==> config.mk <==
export PLATFORM = sky130hd
export DESIGN_NAME = dcw_decode
export DESIGN_NICKNAME = d
export VERILOG_FILES = /design/src/rtl/dcw_decode.sv
export SDC_FILE = /design/constraint.sdc
export NUM_CORES = 1
export LEC_CHECK = 0
export ABC_AREA = 0
export CAP_MARGIN = 20
export CORE_MARGIN = 10
export CORE_UTILIZATION = 50
export DETAILED_ROUTE_END_ITERATION = 8
export GPL_TIMING_DRIVEN = 0
export PLACE_DENSITY = 0.83
export SLEW_MARGIN = 15
export SYNTH_ARGS = -nofsm -noshare
export SYNTH_HDL_FRONTEND = slang
export SYNTH_SLANG_ARGS = --single-unit
==> constraint.sdc <==
create_clock -name REFDTC -period 7.3 [get_ports REFDTC]
set_clock_uncertainty 0.1 [all_clocks]
set_input_delay 1.825 -clock REFDTC [delete_from_list [all_inputs] [get_ports REFDTC]]
set_output_delay 1.825 -clock REFDTC [all_outputs]
set_load 0.01 [all_outputs]
==> src/rtl/dcw_decode.sv <==
// dcw_decode: rebuilds the DTC control word from the sampler's thermometer/binary
// split, flags bubbles and reference mismatches, and counts errors over a check window.
module dcw_decode #(
  parameter int DTC_L = 12
) (
  input  logic             REFDTC,
  input  logic             sync_nrst,
  input  logic [6:0]       LOOP_TEMP_CODE,
  input  logic [DTC_L-4:0] LOOP_BINARY_OUT,
  input  logic [DTC_L-1:0] DCWREF,
  input  logic             CHK_EN,
  input  logic [7:0]       CHK_LEN,
  output logic [DTC_L-1:0] DCWDEC,
  output logic             DEC_VLD,
  output logic             BUBBLE_ERR,
  output logic             MISMATCH,
  output logic [7:0]       ERR_CNT,
  output logic             CHK_BUSY,
  output logic             CHK_DONE
);

  localparam logic [1:0] IDLE = 2'd0;
  localparam logic [1:0] RUN  = 2'd1;
  localparam logic [1:0] DONE = 2'd2;

  logic [6:0]       r_tempS1;
  logic [DTC_L-4:0] r_binS1;
  logic [DTC_L-1:0] r_refS1;
  logic             r_vldS1;

  logic [DTC_L-1:0] r_dcwDec;
  logic             r_decVld;
  logic             r_bubble;
  logic             r_mismatch;

  logic [1:0]       r_state;
  logic [7:0]       r_sampCnt;
  logic [7:0]       r_len;
  logic [7:0]       r_errCnt;

  logic [2:0]       w_msb3;
  logic [7:0]       w_tempPlus1;
  logic             w_bubble;
  logic [DTC_L-1:0] w_dcw;
  logic [7:0]       w_cntNext;

  always_ff @(posedge REFDTC or negedge sync_nrst) begin
    if (!sync_nrst) begin
      r_tempS1 <= '0;
      r_binS1  <= '0;
      r_refS1  <= '0;
      r_vldS1  <= 1'b0;
    end else begin
      r_tempS1 <= LOOP_TEMP_CODE;
      r_binS1  <= LOOP_BINARY_OUT;
      r_refS1  <= DCWREF;
      r_vldS1  <= 1'b1;
    end
  end

  // The MSB value is always the popcount; a canonical code is a run of ones from bit 0,
  // so adding one clears every set bit and the AND with the original is zero.
  always_comb begin
    w_msb3 = '0;
    for (int i = 0; i < 7; i++) begin
      w_msb3 = w_msb3 + {2'b00, r_tempS1[i]};
    end
  end

  assign w_tempPlus1 = {1'b0, r_tempS1} + 8'd1;
  assign w_bubble    = |({1'b0, r_tempS1} & w_tempPlus1);
  assign w_dcw       = {w_msb3, r_binS1};

  always_ff @(posedge REFDTC or negedge sync_nrst) begin
    if (!sync_nrst) begin
      r_dcwDec   <= '0;
      r_decVld   <= 1'b0;
      r_bubble   <= 1'b0;
      r_mismatch <= 1'b0;
    end else begin
      r_dcwDec   <= w_dcw;
      r_decVld   <= r_vldS1;
      r_bubble   <= r_vldS1 & w_bubble;
      r_mismatch <= r_vldS1 & (w_dcw != r_refS1);
    end
  end

  assign w_cntNext = r_sampCnt + 8'd1;

  // Counting uses the flags already on the outputs, so each registered sample is judged once.
  always_ff @(posedge REFDTC or negedge sync_nrst) begin
    if (!sync_nrst) begin
      r_state   <= IDLE;
      r_sampCnt <= '0;
      r_len     <= '0;
      r_errCnt  <= '0;
    end else begin
      case (r_state)
        IDLE: begin
          if (CHK_EN && (CHK_LEN != 8'd0)) begin
            r_state   <= RUN;
            r_errCnt  <= '0;
            r_sampCnt <= '0;
            r_len     <= CHK_LEN;
          end
        end
        RUN: begin
          if (!CHK_EN) begin
            r_state <= IDLE;
          end else if (r_decVld) begin
            r_sampCnt <= w_cntNext;
            if ((r_mismatch || r_bubble) && (r_errCnt != 8'hFF)) begin
              r_errCnt <= r_errCnt + 8'd1;
            end
            if (w_cntNext == r_len) begin
              r_state <= DONE;
            end
          end
        end
        DONE: begin
          if (!CHK_EN) begin
            r_state <= IDLE;
          end
        end
        default: r_state <= IDLE;
      endcase
    end
  end

  assign DCWDEC     = r_dcwDec;
  assign DEC_VLD    = r_decVld;
  assign BUBBLE_ERR = r_bubble;
  assign MISMATCH   = r_mismatch;
  assign ERR_CNT    = r_errCnt;
  assign CHK_BUSY   = (r_state == RUN);
  assign CHK_DONE   = (r_state == DONE);

endmodule

Word-level counts from Yosys, hierarchy flattened --
Index checks and enable logic that the tools add are counted.
Word-level totals: bits in registers 70, output and inout bits 25
Operators by class: $add $sub $neg 9, equal/unequal tests 12, mux-type cells 14, bitwise gates (word level) 3, reductions and logical operators 11
Operators by type and width (count):
- $mux W8 | 6
- $pmux W8 S2 | 2
- $add A8 B1 Y8 const B | 2
- $add A3 B1 Y3 | 4
- $ne A12 B12 Y1 | 1
- $mux W2 | 5
- $add A7 B1 Y8 const B | 1
- $and A7 B8 Y8 | 1
- $eq A8 B8 Y1 | 1
- $ne A8 B8 Y1 const B | 1
- $reduce_and A4 Y1 | 2
- $reduce_bool A8 Y1 | 1
- $reduce_or A8 Y1 | 1
- $ne A2 B2 Y1 const B | 3
- $ne A3 B2 Y1 const B | 2
- $pmux W2 S3 | 1
- $reduce_and A5 Y1 | 1
- $ne A2 B1 Y1 const B | 2
- $add A2 B1 Y3 | 1
- $add A1 B1 Y2 | 1
- $and A1 B1 Y1 | 2
- $eq A2 B1 Y1 const B | 1
- $eq A2 B2 Y1 const B | 1
- $logic_and A1 B1 Y1 | 2
- 4 further kinds | 4

Logic depth before layout (Yosys ltp) --
Gate-level depths: netlist of run 1.
depth after elaboration 8, mapped depth 8

Worst setup path after synthesis of run 1 --
No wires, ideal clock.
path type input port to flip-flop, start in CHK_LEN[1], end reg r_errCnt[0], in the netlist ERR_CNT[0], library setup time 118 ps, data arrival time 2977 ps, required time 7082 ps, setup slack 4105 ps, stages 6, buffers on the path 1, path through nor4_2 -> a211oi_4 -> a21oi_2 -> buf_2 -> nor3_1 -> a21o_1
Between the ends: word-level cells in the longest chain between the ends 4
Ends and longest elaborated chain:
- from (decl) | RTL line 12 | input logic [7:0] CHK_LEN,
- $reduce_bool A8 Y1 | RTL line 100 | if (CHK_EN && (CHK_LEN != 8'd0)) begin
- $logic_and A1 B1 Y1 | RTL line 100
- $ne A2 B2 Y1 (no source line)
- $reduce_and A5 Y1 (no source line)
- to (signal assigned) | RTL line 113 | r_errCnt <= r_errCnt + 8'd1;
- to (decl) | RTL line 39 | logic [7:0] r_errCnt;
Every way passes these cells. A chain may end at the register's enable or synchronous reset.

Worst setup path in the final report of run 1 --
start reg r_state[0], end out CHK_BUSY
Between the ends: word-level cells in the longest chain between the ends 1
Ends and longest elaborated chain:
- from (decl) | RTL line 36 | logic [1:0] r_state;
- from (signal assigned) | RTL line 93 | r_state <= IDLE;
- from (signal assigned) | RTL line 101 | r_state <= RUN;
- from (signal assigned) | RTL line 109 | r_state <= IDLE;
- $eq A2 B1 Y1 | RTL line 135 | assign CHK_BUSY = (r_state == RUN);
- to (decl) | RTL line 18 | output logic CHK_BUSY,
Every way passes these cells.

==> results of run 1 <==
worst paths after layout:
| path | slack, ns | start | endpoint | depth (start not counted) |
|---|---|---|---|---|
| setup / recovery | 3.31 | r_state[0] | CHK_BUSY | 4 |
| hold / removal | 0.30 | r_binS1[6] | DCWDEC[6] | 0 |
| setup reg to reg | 4.04 | r_tempS1[0] | MISMATCH | 8 |
| hold reg to reg | 0.30 | r_binS1[6] | DCWDEC[6] | 0 |
| max in group asynchronous | 5.32 | sync_nrst | ERR_CNT[3] | 2 |
| min in group asynchronous | 1.27 | sync_nrst | DCWDEC[8] | 1 |
cell type report:
type / instances / area, µm²
flip-flops and latches: 70 / 1750
plain buffers: 6 / 27.5
well taps: 72 / 90.1
multi-input cells: 166 / 1090
clock buffers: 9 / 124
clock inverters: 7 / 97.6
inverters: 12 / 45.0
fillers: 402 / 1690
repair buffers: 64 / 656
sequential cells by signal, summed over array words and instances, names as in the netlist:
name and cells:
BUBBLE_ERR 1, DCWDEC 12, DEC_VLD 1, ERR_CNT 8
MISMATCH 1, r_binS1 9, r_len 8, r_refS1 12
r_sampCnt 8, r_state 2, r_tempS1 7, r_vldS1 1
placed cells by master, fill, tap and decap left out, types with 2 or more instances in the layout:
cell / netlist / layout
a21o_1: 3 / 3
and3_1: 4 / 4
clkbuf_1: 2 / 2
xnor2_1: 14 / 14
nand4_1: 6 / 6
a311oi_1: 2 / 2
nand2b_1: 6 / 6
nor2_1: 8 / 8
o21ai_0: 14 / 14
fa_1: 4 / 4
nor3_1: 3 / 3
clkdlybuf4s50_1: 0 / 62
o31a_1: 2 / 2
or3_1: 6 / 6
buf_2: 4 / 4
inv_1: 12 / 12
xor2_1: 6 / 6
bufinv_16: 0 / 2
nor2b_1: 2 / 2
and2_1: 2 / 2
dfrtp_1: 70 / 70
a22o_1: 2 / 2
nor4_2: 2 / 2
nand3b_1: 2 / 2
clkbuf_8: 0 / 9
ha_1: 4 / 4
nor3b_1: 2 / 2
o31ai_1: 3 / 3
nand3_1: 10 / 10
a21oi_1: 7 / 7
a31oi_1: 2 / 2
clkinvlp_4: 0 / 2
nand2_1: 36 / 36
metal layers:
layer / part of all wire [%] / global-route usage [%]
met1: 39 / 16.1
met3: 7.9 / 6.01
met2: 51 / 25.4
met4: 1.6 / 6.05
met5: 0 / 0
power by group through the flow:
| stage | Clock, W | Combinational (W) | Sequential (W) |
|---|---|---|---|
| after floorplan | 0 | 0.0000751 | 0.000450 |
| after global placement | 0 | 0.000148 | 0.000449 |
| after detailed placement | 0 | 0.000155 | 0.000450 |
| after CTS | 0.000349 | 0.000157 | 0.000442 |
| after global routing | 0.000364 | 0.000172 | 0.000446 |
| final | 0.000343 | 0.000155 | 0.000442 |
metrics by stage:
stage	std cells	utilization, %	hold slack [ns]
after global routing	406	69.7	0.310
after CTS	406	69.7	0.301
after floorplan	254	-	0.273
after detailed placement	390	65.7	0.283
after global placement	389	65.3	0.275
final	406	69.7	0.299
cells by family (layout without fill, tap and decap cells):
| logic type | after synthesis | count (layout) |
|---|---|---|
| buffers and inverters | 18 | 98 |
| other | 1 | 1 |
| AO/OA/AOI/OAI | 43 | 43 |
| AND/OR/NAND/NOR | 94 | 94 |
| flip-flops | 70 | 70 |
| adder cells (fa/ha/maj) | 8 | 8 |
| XOR/XNOR | 20 | 20 |
worst max-delay path, delay by kind of cell (launching register included):
kind	cells	cell delay, ns
buffers and inverters	3	1.08
flip-flops	1	0.44
AND/OR/NAND/NOR	1	0.20
==> impl_metrics.tcl, run 1 <==
set metrics [dict create \
    status "finished, final reports clean" \
    port_buffers 63 \
    cts.clk_slew.worst_paths_ns 0.07 \
    yosysUniqueCellTypes 43 \
    grt_pass1_vias 2296 \
    drt-initial-drc-count 121 \
    max_clock_freq_ghz 0.251 \
    power_w 0.000939 \
    combPwrFrac_pct 16.5 \
    design_area_mm2 0.00388 \
    setup_viol 0 \
    crit_arrival_ns 2.07 \
    chipHeight_um 96.4 \
    synth_area_leaders "dfrtp_1 (60%), nand2_1 (4.6%), xnor2_1 (4.2%), fa_1 (2.7%), o21ai_0 (2.4%)" \
    layout.nets 376 \
    num_vias 2182 \
    synth_area_leader_cell "dfrtp_1" \
    period_needed_ns 3.99 \
    syn_inst 254 \
    cts-resized-gates 0 \
    critPathMaxFanout 10 \
    antenna_found_initial 0 \
    cp-start-kind "flop" \
    p_seq_share_pct 47.0 \
    io_pins 64 \
    synth_top_area_share_pct 60.1 \
    cts_max_level 3 \
    cp_slowest_cell "clkdlybuf4s50_1" \
    synth_edf_count 0 \
    synth.yosys.warnings 0 \
    synth-simple-area-share_pct 16.8 \
    endpoint_kind "primary output" \
    path_cells "buf_2 > nand2b_1 > inv_1 > clkdlybuf4s50_1" \
    crit_type "flop to primary output" \
    clkLatencyLatePin_ns 0.35 \
    crit_required_ns 5.38 \
    cts_tree "yes" \
    synth.most_common_cell "dfrtp_1" \
    grt.total_usage_pct 14.9 \
    hold_violations 0 \
    drv_cap 0 \
    core-area_mm2 0.00557 \
    synth_fa_ha_area_share_pct 4.46 \
    wirelength_um 6410 \
    post-place-ws_ns 3.37 \
    ys_seq_elements 70 \
    synth_common_cells "dfrtp_1 (70), nand2_1 (36), o21ai_0 (14), xnor2_1 (14), inv_1 (12)" \
    area_growth_pct 33.2 \
    grt_setup_unrepaired "no" \
    die-area_mm2 0.00929 \
    wl_per_cell_um 15.8 \
    hp-class "flop to flop" \
    p_clk_share_pct 36.5 \
    hold_buffers 0 \
    postRouteAntennaNets 0 \
    num_rows 27 \
    root_buffer "clkbuf_8" \
    synth_mux_area_share_pct 0 \
    switching_power_w 0.000248 \
    postSynth.asyncResetShare_pct 100 \
    synth_flop_cell "dfrtp_1" \
    drive_above_1_share_pct 8.08 \
    vias_per_cell 5.37 \
    yosysSeqAreaShare_pct 60.1 \
    dp_hpwl_um 4740 \
    placed_area_mm2 0.00366 \
    finalSetupTns_ns 0 \
    gr-total-overflow 0 \
    synthXorXnorAreaFrac_pct 6.01 \
    ir_worst_vdd_v 0.000202 \
    syn_area_per_cell_um2 11.5 \
    first_pass_iters 4 \
    cpPeakStageDelay_ns 0.58 \
    internal_power_w 0.000692 \
    fin_ws_ns 3.31 \
    post-route-period-util_pct 54.7 \
    numCtsBuffers 9 \
    synth-compound-area-share_pct 10.1 \
    grt_pass1_wl_um 10700 \
    drv_slew 0 \
    post-route-drc-count 0 \
    synth_nets 301 \
    fp.dieW_um 96.4 \
    grt_max_degree 48 \
    gp_congestion 0.902 \
    swShare_pct 26.3 \
    initial_core_util_pct 52.3 \
    num_antenna_cells 0 \
    clock_path_buffers 2 \
    power_density_mw_per_mm2 242 \
    syn_area_mm2 0.00292 \
    post_cts_buffers 0 \
    total_leakage_power_nw 1.69 \
    cts_sinks 70 \
    synth_top_family_by_area "simple AND/OR/NAND/NOR gates" \
]
No activity file was read; power rests on OpenSTA's default activity.
==> run 2, diff against run 1 <==
CORE_UTILIZATION = 45   (was 50)
PLACE_DENSITY = 0.79   (was 0.83)
clock period = 3.6 ns   (was 7.3 ns; I/O delays follow)
==> run 2 against run 1 <==
Effect of this change: first-iteration DRC count down 26%; routed wire length down 4.1%; sequential power up 100%; final cell count up 1.2%.
==> impl_metrics.tcl, run 2 (synthesis results as in run 1) <==
set metrics [dict create \
    hold_buffers 0 \
    design_area_mm2 0.00390 \
    gr-total-overflow 0 \
    endpoint_kind "flop" \
    status "finished, final reports clean" \
    finalSetupTns_ns 0 \
    fp.dieW_um 101 \
    clkLatencyLatePin_ns 0.34 \
    total_leakage_power_nw 1.70 \
    post-route-drc-count 0 \
    grt_pass1_vias 2262 \
    gp_congestion 0.882 \
    r2r_slack_ns 0.38 \
    cts.clk_slew.worst_paths_ns 0.07 \
    power_density_mw_per_mm2 497 \
    post-route-period-util_pct 89.5 \
    chipHeight_um 101 \
    num_vias 2093 \
    num_antenna_cells 0 \
    die-area_mm2 0.0101 \
    drive_above_1_share_pct 8.08 \
    layout.nets 376 \
    antenna_found_initial 0 \
    final_core_util_pct 61.8 \
    num_rows 29 \
    relSlewSlack_pct 65.5 \
    layout_commonest_cell "dfrtp_1" \
    area_growth_pct 33.8 \
    initial_core_util_pct 46.2 \
    grt_max_degree 41 \
    grt.total_usage_pct 12.9 \
    postRouteAntennaNets 0 \
    cts_sinks 70 \
    hold_ws_ns 0.293 \
    grt_setup_unrepaired "no" \
    crit_type "flop to flop" \
    hp-class "flop to flop" \
    wirelength_um 6140 \
    stdcell_count 411 \
    nFillCells 507 \
    drt-initial-drc-count 90 \
    cts_tree "yes" \
    numCtsBuffers 9 \
    port_buffers 63 \
    crit_required_ns 3.72 \
    layout_common_cells "dfrtp_1 (70), clkdlybuf4s50_1 (62), nand2_1 (36), xnor2_1 (14), o21ai_0 (14)" \
    core-area_mm2 0.00631 \
    hold_violations 0 \
    wl_per_cell_um 14.9 \
    io_pins 64 \
    max_clock_freq_ghz 0.310 \
    critPathMaxFanout 4 \
    cts-resized-gates 0 \
    ir_worst_vdd_v 0.000314 \
    first_pass_iters 4 \
    root_buffer "clkbuf_8" \
    dp_hpwl_um 4740 \
    vias_per_cell 5.09 \
    cts_max_level 3 \
    worst_pin_slew_ns 0.513 \
    period_needed_ns 3.22 \
    post_cts_buffers 0 \
    clock_path_buffers 2 \
    drv_slew 0 \
    grt_pass1_wl_um 10400 \
    crit_arrival_ns 3.35 \
    placed_cells 395 \
    drv_cap 0 \
    placed_area_mm2 0.00366 \
    setup_viol 0 \
    cp-start-kind "flop" \
]
## run 2: changes by cell type in the layout (fill, tap and decap cells not counted)
cell,before,now
clkinvlp_4,2,1
clkinv_2,1,0
buf_16,1,0
buf_12,0,1
clkbuf_8,9,12
clkinv_4,1,0
## run 2: cell type report
type	count	area, µm²	share of cell area (%)
Sequential cell	70	1750	44.9
Tap cell	77	96.3	2.47
Multi-Input combinational cell	166	1090	28.0
Clock buffer	12	165	4.23
Clock inverter	4	76.3	1.96
Inverter	12	45.0	1.15
Buffer	6	27.5	0.705
Timing Repair Buffer	64	648	16.6
## run 2: layer usage
| layer | vias up | track usage [%] | wire length (µm) | part of all wire (%) |
|---|---|---|---|---|
| met5 | - | 0 | 0 | 0 |
| met4 | 0 | 4.67 | 82 | 1.3 |
| met3 | 9 | 5.35 | 392 | 6.4 |
| met2 | 48 | 22.2 | 3130 | 51 |
| met1 | 1009 | 13.9 | 2540 | 41 |
| li1 | 1027 | - | - | - |
## run 2: worst max-delay path: stages (launching register included)
cell     delay, ns
dfrtp_1       0.43
fa_1          0.55
inv_1         0.06
fa_1          0.45
fa_1          0.40
fa_1          0.55
xor2_1        0.16
nand4_1       0.14
o31a_1        0.29
## run 2: metrics by stage
step	power, W	setup slack (ns)
3_5_place_dp	0.00122	0.369
6_report	0.00194	0.377
5_1_grt	0.00204	0.252
2_1_floorplan	0.00106	0.568
3_3_place_gp	0.00121	-0.741
4_1_cts	0.00196	0.354
## run 2: report_power, final
group / switching [W] / internal (W) / leakage, nW
clock network: 0.000285 / 0.000449 / 0.119
logic: 0.000146 / 0.000162 / 0.729
registers: 0.0000480 / 0.000849 / 0.855
total: 0.000478 / 0.00146 / 1.70
## run 2: path summary, 6_finish.rpt
check | to | start | cells past startpoint
max | MISMATCH | r_tempS1[0] | 8
min | DCWDEC[3] | r_binS1[3] | 0
max reg2reg | MISMATCH | r_tempS1[0] | 8
min reg2reg | DCWDEC[3] | r_binS1[3] | 0
max in group asynchronous | r_refS1[4] | sync_nrst | 2
min in group asynchronous | DCWDEC[8] | sync_nrst | 1
